<file path="src/rtl/mem_stage_if.sv">
`default_nettype none
// ============================================================================
// Module      : mem_stage_if
// Description : Bus bundle for the memory-access pipeline stage. Carries the
//               execute->memory handshake and bus, the SRAM read data, the
//               memory->write-back handshake and bus, and the ID bypass bus.
//   slave  : the memory stage itself
//   master : the surrounding pipeline (execute, SRAM, write-back, ID)
// Ports       : exe_to_mem_valid, exe_to_mem_bus, data_sram_rdata,
//               wb_allow_in (into the stage); mem_allow_in, mem_to_wb_valid,
//               mem_to_wb_bus, mem_valid, mem_to_id_bypass_bus (out of it)
// Revision    : 1.0 - initial release
// ============================================================================
interface mem_stage_if #(
  parameter int PC_W    = 32,
  parameter int DATA_W  = 32,
  parameter int RADDR_W = 5
);
  localparam int ES_BUS_W = PC_W + DATA_W + 3 + 1 + 1 + RADDR_W;
  localparam int WB_BUS_W = PC_W + DATA_W + 1 + RADDR_W;
  localparam int BP_BUS_W = 1 + RADDR_W + DATA_W;

  logic                exe_to_mem_valid;
  logic                mem_allow_in;
  logic [ES_BUS_W-1:0] exe_to_mem_bus;
  logic [DATA_W-1:0]   data_sram_rdata;
  logic                wb_allow_in;
  logic                mem_to_wb_valid;
  logic [WB_BUS_W-1:0] mem_to_wb_bus;
  logic                mem_valid;
  logic [BP_BUS_W-1:0] mem_to_id_bypass_bus;

  modport slave (
    input  exe_to_mem_valid, exe_to_mem_bus, data_sram_rdata, wb_allow_in,
    output mem_allow_in, mem_to_wb_valid, mem_to_wb_bus, mem_valid,
           mem_to_id_bypass_bus
  );

  modport master (
    output exe_to_mem_valid, exe_to_mem_bus, data_sram_rdata, wb_allow_in,
    input  mem_allow_in, mem_to_wb_valid, mem_to_wb_bus, mem_valid,
           mem_to_id_bypass_bus
  );
endinterface
`default_nettype wire

</file>
<file path="src/rtl/mem_stage.sv">
`default_nettype none
// ============================================================================
// Module      : mem_stage
// Description : Memory-access pipeline stage. Registers the execute bus,
//               aligns/extends SRAM load data, selects the final result and
//               forwards it to write-back and the ID bypass network. SRAM
//               read data is buffered while write-back stalls, because the
//               SRAM only presents it for one cycle.
// Ports       : clk     - clock
//               resetn  - synchronous active-low reset
//               mem_if  - mem_stage_if.slave bundle (handshakes and buses)
// Revision    : 1.0 - initial release
// ============================================================================
module mem_stage #(
  parameter int PC_W    = 32,
  parameter int DATA_W  = 32,
  parameter int RADDR_W = 5
) (
  input  logic          clk,
  input  logic          resetn,
  mem_stage_if.slave    mem_if
);

  localparam int BUS_W   = PC_W + DATA_W + 3 + 1 + 1 + RADDR_W;
  // Field positions inside {pc, alu_result, ld_op, res_from_mem, reg_we, waddr}
  localparam int WE_BIT  = RADDR_W;
  localparam int RFM_BIT = RADDR_W + 1;
  localparam int OP_LSB  = RADDR_W + 2;
  localparam int ALU_LSB = RADDR_W + 5;
  localparam int PC_LSB  = ALU_LSB + DATA_W;

  logic              r_valid;
  logic [BUS_W-1:0]  r_bus;
  logic              r_rdata_held;
  logic [DATA_W-1:0] r_rdata_buf;

  logic              w_allow;
  logic              w_accept;
  logic              w_capture;
  logic [PC_W-1:0]   w_pc;
  logic [DATA_W-1:0] w_alu;
  logic [2:0]        w_ld_op;
  logic              w_rfm;
  logic              w_we;
  logic [RADDR_W-1:0] w_waddr;
  logic [DATA_W-1:0] w_raw;
  logic [7:0]        w_byte;
  logic [15:0]       w_half;
  logic [DATA_W-1:0] w_load;
  logic [DATA_W-1:0] w_final;

  assign w_allow  = !r_valid || mem_if.wb_allow_in;
  assign w_accept = w_allow && mem_if.exe_to_mem_valid;
  // First stalled cycle of a load: the SRAM data disappears next cycle, so
  // keep a copy. Only possible while write-back blocks, hence never together
  // with w_accept.
  assign w_capture = r_valid && w_rfm && !mem_if.wb_allow_in && !r_rdata_held;

  assign w_pc    = r_bus[PC_LSB +: PC_W];
  assign w_alu   = r_bus[ALU_LSB +: DATA_W];
  assign w_ld_op = r_bus[OP_LSB +: 3];
  assign w_rfm   = r_bus[RFM_BIT];
  assign w_we    = r_bus[WE_BIT];
  assign w_waddr = r_bus[RADDR_W-1:0];

  always_ff @(posedge clk) begin
    if (!resetn) begin
      r_valid <= 1'b0;
    end else if (w_allow) begin
      r_valid <= mem_if.exe_to_mem_valid;
    end
  end

  // Payload needs no reset: every output derived from it is qualified by r_valid
  always_ff @(posedge clk) begin
    if (w_accept) begin
      r_bus <= mem_if.exe_to_mem_bus;
    end
  end

  always_ff @(posedge clk) begin
    if (!resetn) begin
      r_rdata_held <= 1'b0;
    end else if (w_accept) begin
      r_rdata_held <= 1'b0;
    end else if (w_capture) begin
      r_rdata_held <= 1'b1;
    end
  end

  always_ff @(posedge clk) begin
    if (w_capture) begin
      r_rdata_buf <= mem_if.data_sram_rdata;
    end
  end

  assign w_raw  = r_rdata_held ? r_rdata_buf : mem_if.data_sram_rdata;
  // Misaligned accesses are not trapped: a[0] is ignored for halfwords
  assign w_half = w_alu[1] ? w_raw[31:16] : w_raw[15:0];

  always_comb begin
    w_byte = w_raw[7:0];
    case (w_alu[1:0])
      2'd1:    w_byte = w_raw[15:8];
      2'd2:    w_byte = w_raw[23:16];
      2'd3:    w_byte = w_raw[31:24];
      default: w_byte = w_raw[7:0];
    endcase
  end

  always_comb begin
    w_load = w_raw;
    case (w_ld_op)
      3'b001:  w_load = {{(DATA_W-8){w_byte[7]}}, w_byte};
      3'b010:  w_load = {{(DATA_W-8){1'b0}}, w_byte};
      3'b011:  w_load = {{(DATA_W-16){w_half[15]}}, w_half};
      3'b100:  w_load = {{(DATA_W-16){1'b0}}, w_half};
      default: w_load = w_raw;
    endcase
  end

  assign w_final = w_rfm ? w_load : w_alu;

  assign mem_if.mem_allow_in         = w_allow;
  assign mem_if.mem_valid            = r_valid;
  assign mem_if.mem_to_wb_valid      = r_valid;
  assign mem_if.mem_to_wb_bus        = {w_pc, w_final, w_we, w_waddr};
  assign mem_if.mem_to_id_bypass_bus = {w_we & r_valid, w_waddr, w_final};

endmodule
`default_nettype wire

</file>
<file path="src/flat_wrapper.sv">
// flat-port wrapper written by rule: the top's interface ports become plain ports
module mem_stage_flat 
#(
  parameter int PC_W    = 32,
  parameter int DATA_W  = 32,
  parameter int RADDR_W = 5
)
  (clk, resetn, mem_if_exe_to_mem_valid, mem_if_exe_to_mem_bus, mem_if_data_sram_rdata, mem_if_wb_allow_in, mem_if_mem_allow_in, mem_if_mem_to_wb_valid, mem_if_mem_to_wb_bus, mem_if_mem_valid, mem_if_mem_to_id_bypass_bus);
  mem_stage_if #(.PC_W(PC_W), .DATA_W(DATA_W), .RADDR_W(RADDR_W)) mem_if_i ();
  input  logic clk;
  input  logic resetn;
  input wire logic [$bits(mem_if_i.exe_to_mem_valid)-1:0] mem_if_exe_to_mem_valid;
  input wire logic [$bits(mem_if_i.exe_to_mem_bus)-1:0] mem_if_exe_to_mem_bus;
  input wire logic [$bits(mem_if_i.data_sram_rdata)-1:0] mem_if_data_sram_rdata;
  input wire logic [$bits(mem_if_i.wb_allow_in)-1:0] mem_if_wb_allow_in;
  output wire logic [$bits(mem_if_i.mem_allow_in)-1:0] mem_if_mem_allow_in;
  output wire logic [$bits(mem_if_i.mem_to_wb_valid)-1:0] mem_if_mem_to_wb_valid;
  output wire logic [$bits(mem_if_i.mem_to_wb_bus)-1:0] mem_if_mem_to_wb_bus;
  output wire logic [$bits(mem_if_i.mem_valid)-1:0] mem_if_mem_valid;
  output wire logic [$bits(mem_if_i.mem_to_id_bypass_bus)-1:0] mem_if_mem_to_id_bypass_bus;
  assign mem_if_i.exe_to_mem_valid = mem_if_exe_to_mem_valid;
  assign mem_if_i.exe_to_mem_bus = mem_if_exe_to_mem_bus;
  assign mem_if_i.data_sram_rdata = mem_if_data_sram_rdata;
  assign mem_if_i.wb_allow_in = mem_if_wb_allow_in;
  assign mem_if_mem_allow_in = mem_if_i.mem_allow_in;
  assign mem_if_mem_to_wb_valid = mem_if_i.mem_to_wb_valid;
  assign mem_if_mem_to_wb_bus = mem_if_i.mem_to_wb_bus;
  assign mem_if_mem_valid = mem_if_i.mem_valid;
  assign mem_if_mem_to_id_bypass_bus = mem_if_i.mem_to_id_bypass_bus;
  mem_stage #(.PC_W(PC_W), .DATA_W(DATA_W), .RADDR_W(RADDR_W)) u_core (.clk(clk), .resetn(resetn), .mem_if(mem_if_i));
endmodule
</file>
<file path="config.mk">
export PLATFORM = sky130hd
export DESIGN_NAME = mem_stage_flat
export DESIGN_NICKNAME = d
export VERILOG_FILES = /design/src/rtl/mem_stage_if.sv /design/src/rtl/mem_stage.sv /design/src/flat_wrapper.sv
export SDC_FILE = /design/constraint.sdc
export NUM_CORES = 1
export LEC_CHECK = 0
export CAP_MARGIN = 10
export CORE_MARGIN = 10
export CORE_UTILIZATION = 44
export CTS_CLUSTER_DIAMETER = 40
export DETAILED_ROUTE_END_ITERATION = 7
export PLACE_DENSITY = 0.83
export SLEW_MARGIN = 5
export SYNTH_ARGS = -nofsm -noshare
export SYNTH_HDL_FRONTEND = slang
export SYNTH_SLANG_ARGS = --single-unit
</file>
<file path="constraint.sdc">
create_clock -name clk -period 3.32 [get_ports clk]
set_input_delay 0.332 -clock clk [delete_from_list [all_inputs] [get_ports clk]]
set_output_delay 0.332 -clock clk [all_outputs]
set_load 0.02 [all_outputs]
</file>
==> results_dict.tcl <==
set metrics [dict create \
    outcome "finished, final reports clean" \
    fill_cells 856 \
    met3WireLength_um 2040 \
    die_area_um2 17500 \
    max_freq_ghz 0.313 \
    grt_usage 0.192 \
    p_clk_frac 0.303 \
    worstHoldPathType "in2reg" \
    nets 660 \
    cts_made_buffers 9 \
    worst_pin_slew_ns 0.747 \
    dr.pass1.iters 5 \
    ant_nets 0 \
    topRoutingLayerUsed "met4" \
    drc_errors 0 \
    min_period_over_period 0.962 \
    combPwrFrac 0.242 \
    peakVddDrop_v 0.000399 \
    synth_cell_types 45 \
    finalSetupViolations 0 \
    coreArea_um2 12200 \
    num_vias 3894 \
    rsz0062_at_grt "no" \
    postPlaceCellArea_um2 7350 \
    syn_to_final_growth_pct 38.3 \
    synthMuxAreaShare 0.0952 \
    finalSetupTns_ns 0 \
    fin_area_um2 7660 \
    ys_warn_count 0 \
    ys_seq_area_frac 0.582 \
    leakage_nw 2.60 \
    clk_pin_slew_ns 0.08 \
    port_buffers 220 \
    synth_fa_ha_area_frac 0 \
    cp_top_family "compound AO/OA/AOI/OAI gates" \
    holdWs_ns 0.519 \
    grt_pass1_vias 4139 \
    relSlewSlack 0.502 \
    maxSlewViolCount 0 \
    fin_crit_ns 3.20 \
    clock_sinks 108 \
    path_max_fanout 25 \
    postCtsSetupBuffers 0 \
    p_int_mw 2.52 \
    synth-simple-area-share 0.0619 \
    synth-edff-count 106 \
    path_cells "nor2_1, a22o_4, o211ai_1, a41oi_1, clkdlybuf4s50_1" \
    cts_tree "built" \
    sw_frac_of_total 0.284 \
    syn_avg_cell_area_um2 13.6 \
    synth_area_um2 5530 \
    start_util 0.455 \
    async_flop_share 0 \
    cp-end-kind "output port" \
    skew_ns 0.00784 \
    pwr_density_cell_nw_per_um2 460 \
    crit_required_ns 2.99 \
    cts_buffer_depth 2 \
    die-height_um 132 \
    clk_latency_ns 0.36 \
    drive_above_1_share 0.148 \
    wl_um 17000 \
    syn-num-nets 517 \
    wire_per_inst_um 23.5 \
    cts_max_level 3 \
    gp_congestion 0.852 \
    arrival_ns 2.86 \
    drtIter0Drc 298 \
    power_mw 3.52 \
    dp_hpwl_um 13100 \
    crit_path_start_kind "register" \
    antenna_found_initial 1 \
    overflow 0 \
    wl_met2_um 8530 \
    ios 221 \
    wl_met1_um 6200 \
    die_w_um 132 \
    cap_violations 0 \
    switchingPower_mw 0.999 \
    synth_top_flop_cell "edfxtp_1" \
    seqPwrFrac 0.455 \
    synth_top_family_by_area "buffers and inverters" \
    synth_compound_area_frac 0.121 \
    hold_violations 0 \
    critical_path.max_stage_delay_ns 0.69 \
    synth_seq_cells 108 \
    cp_num_buf_inv 1 \
    synth_cells 407 \
    critPathKind "reg2out" \
    grt_max_degree 56 \
    row_count 40 \
    cp_slowest_cell "clkdlybuf4s50_1" \
    root_buffer "clkbuf_16" \
    synth_xor_area_frac 0.00475 \
    grt_pass1_wl_um 25800 \
    avgViaCountPerCell 5.38 \
]
## stage by stage
stage	setup slack, ns	util	instances
2_1_floorplan	0.329	-	407
3_3_place_gp	0.356	0.604	707
3_5_place_dp	0.310	0.604	707
4_1_cts	0.122	0.629	723
5_1_grt	0.0212	0.629	723
6_report	0.125	0.630	724
## routing by layer
| layer | GRT usage | up-vias |
|---|---|---|
| li1 | - | 1750 |
| met1 | 0.212 | 1920 |
| met2 | 0.321 | 212 |
| met3 | 0.0869 | 12 |
| met4 | 0.0630 | 0 |
| met5 | 0 | - |
## synth_stat cells (all sizes together), types with 6 or more instances
cell | count | area share
edfxtp | 106 | 0.58
buf | 91 | 0.12
nor2 | 35 | 0.024
nand2 | 23 | 0.016
mux2 | 21 | 0.043
a41oi | 15 | 0.039
a31oi | 12 | 0.014
clkbuf | 11 | 0.0075
mux2i | 11 | 0.020
mux4 | 8 | 0.033
o21ai | 8 | 0.0072
a21oi | 7 | 0.0063
a22o | 6 | 0.011
o211ai | 6 | 0.0081
o311a | 6 | 0.011
## registers in the layout (all words and copies together), names as in the netlist
signal / count
u_core.r_rdata_held: 1
u_core.mem_if.mem_to_wb_valid: 1
u_core.r_rdata_buf: 32
u_core.r_bus: 74
## power by group through the flow
stage / Clock (mW) / Sequential, mW / Combinational, mW
2_1_floorplan: 0 / 1.62 / 0.497
3_3_place_gp: 0 / 1.63 / 0.838
3_5_place_dp: 0 / 1.63 / 0.849
4_1_cts: 1.08 / 1.60 / 0.859
5_1_grt: 1.13 / 1.61 / 0.900
6_report: 1.07 / 1.60 / 0.852
## logic make-up (layout without fill, tap and decap cells)
kind of cell	after synthesis	count (layout)
DFF	108	108
buffers and inverters	107	255
AOI/OAI and AO/OA	75	75
and+or+nand+nor	74	74
muxes	40	40
xor gates and xnor gates	3	3
other	0	1
## worst paths after layout
kind / startpoint / end / slack (ns) / depth (start not counted)
max: u_core.r_bus[7]$_DFFE_PP_ / mem_if_mem_to_wb_bus[18] / 0.12 / 5
min: mem_if_exe_to_mem_bus[58] / u_core.r_bus[58]$_DFFE_PP_ / 0.52 / 1
max reg2reg: u_core.mem_if.mem_to_wb_valid$_SDFFE_PN0N_ / u_core.r_bus[18]$_DFFE_PP_ / 1.43 / 4
min reg2reg: u_core.r_rdata_held$_SDFFE_PP0P_ / u_core.r_rdata_buf[31]$_DFFE_PP_ / 0.69 / 1
## timing repair
action | in CTS | in global routing
gates cloned | 0 | 0
pin swaps | 0 | 0
hold buffers | 0 | 0
gates resized for setup | 1 | 1
endpoints found under the setup margin | 7 | 7
## worst reg2reg max path, stage by stage (launching register included)
cell and delay [ns]:
dfxtp_1 0.34, nor2b_1 0.17, inv_1 0.09, and2_4 0.63, buf_4 0.37
## layout make-up
class                      instances  area (um^2)  area share
inverter                           5         18.8     0.00245
clock buffer                       9          225      0.0294
tap                              168          210      0.0275
sequential                       108         3220       0.421
antenna                            1         2.50    0.000327
multi-input combinational        192         1590       0.208
timing repair buffer             234         2320       0.303
clock inverter                     7         66.3     0.00866
## layout by cell type (no fill, tap or decap), types with 2 or more instances in the layout
master           instances
a211o_1                  2
a21oi_1                  7
a22o_1                   5
a31oi_1                 12
a32oi_1                  5
a41oi_1                  4
a41oi_2                 11
and2_1                   4
buf_4                   14
clkbuf_16                9
clkdlybuf4s50_1        219
edfxtp_1               106
inv_1                    5
inv_6                    3
mux2_2                  21
mux2i_1                 11
mux4_2                   8
nand2_1                 23
nor2_1                  33
nor2b_1                  2
nor3_1                   2
o211ai_1                 6
o21ai_0                  7
o311a_1                  6
o31ai_1                  2
Power figures use the tool's default switching activity.
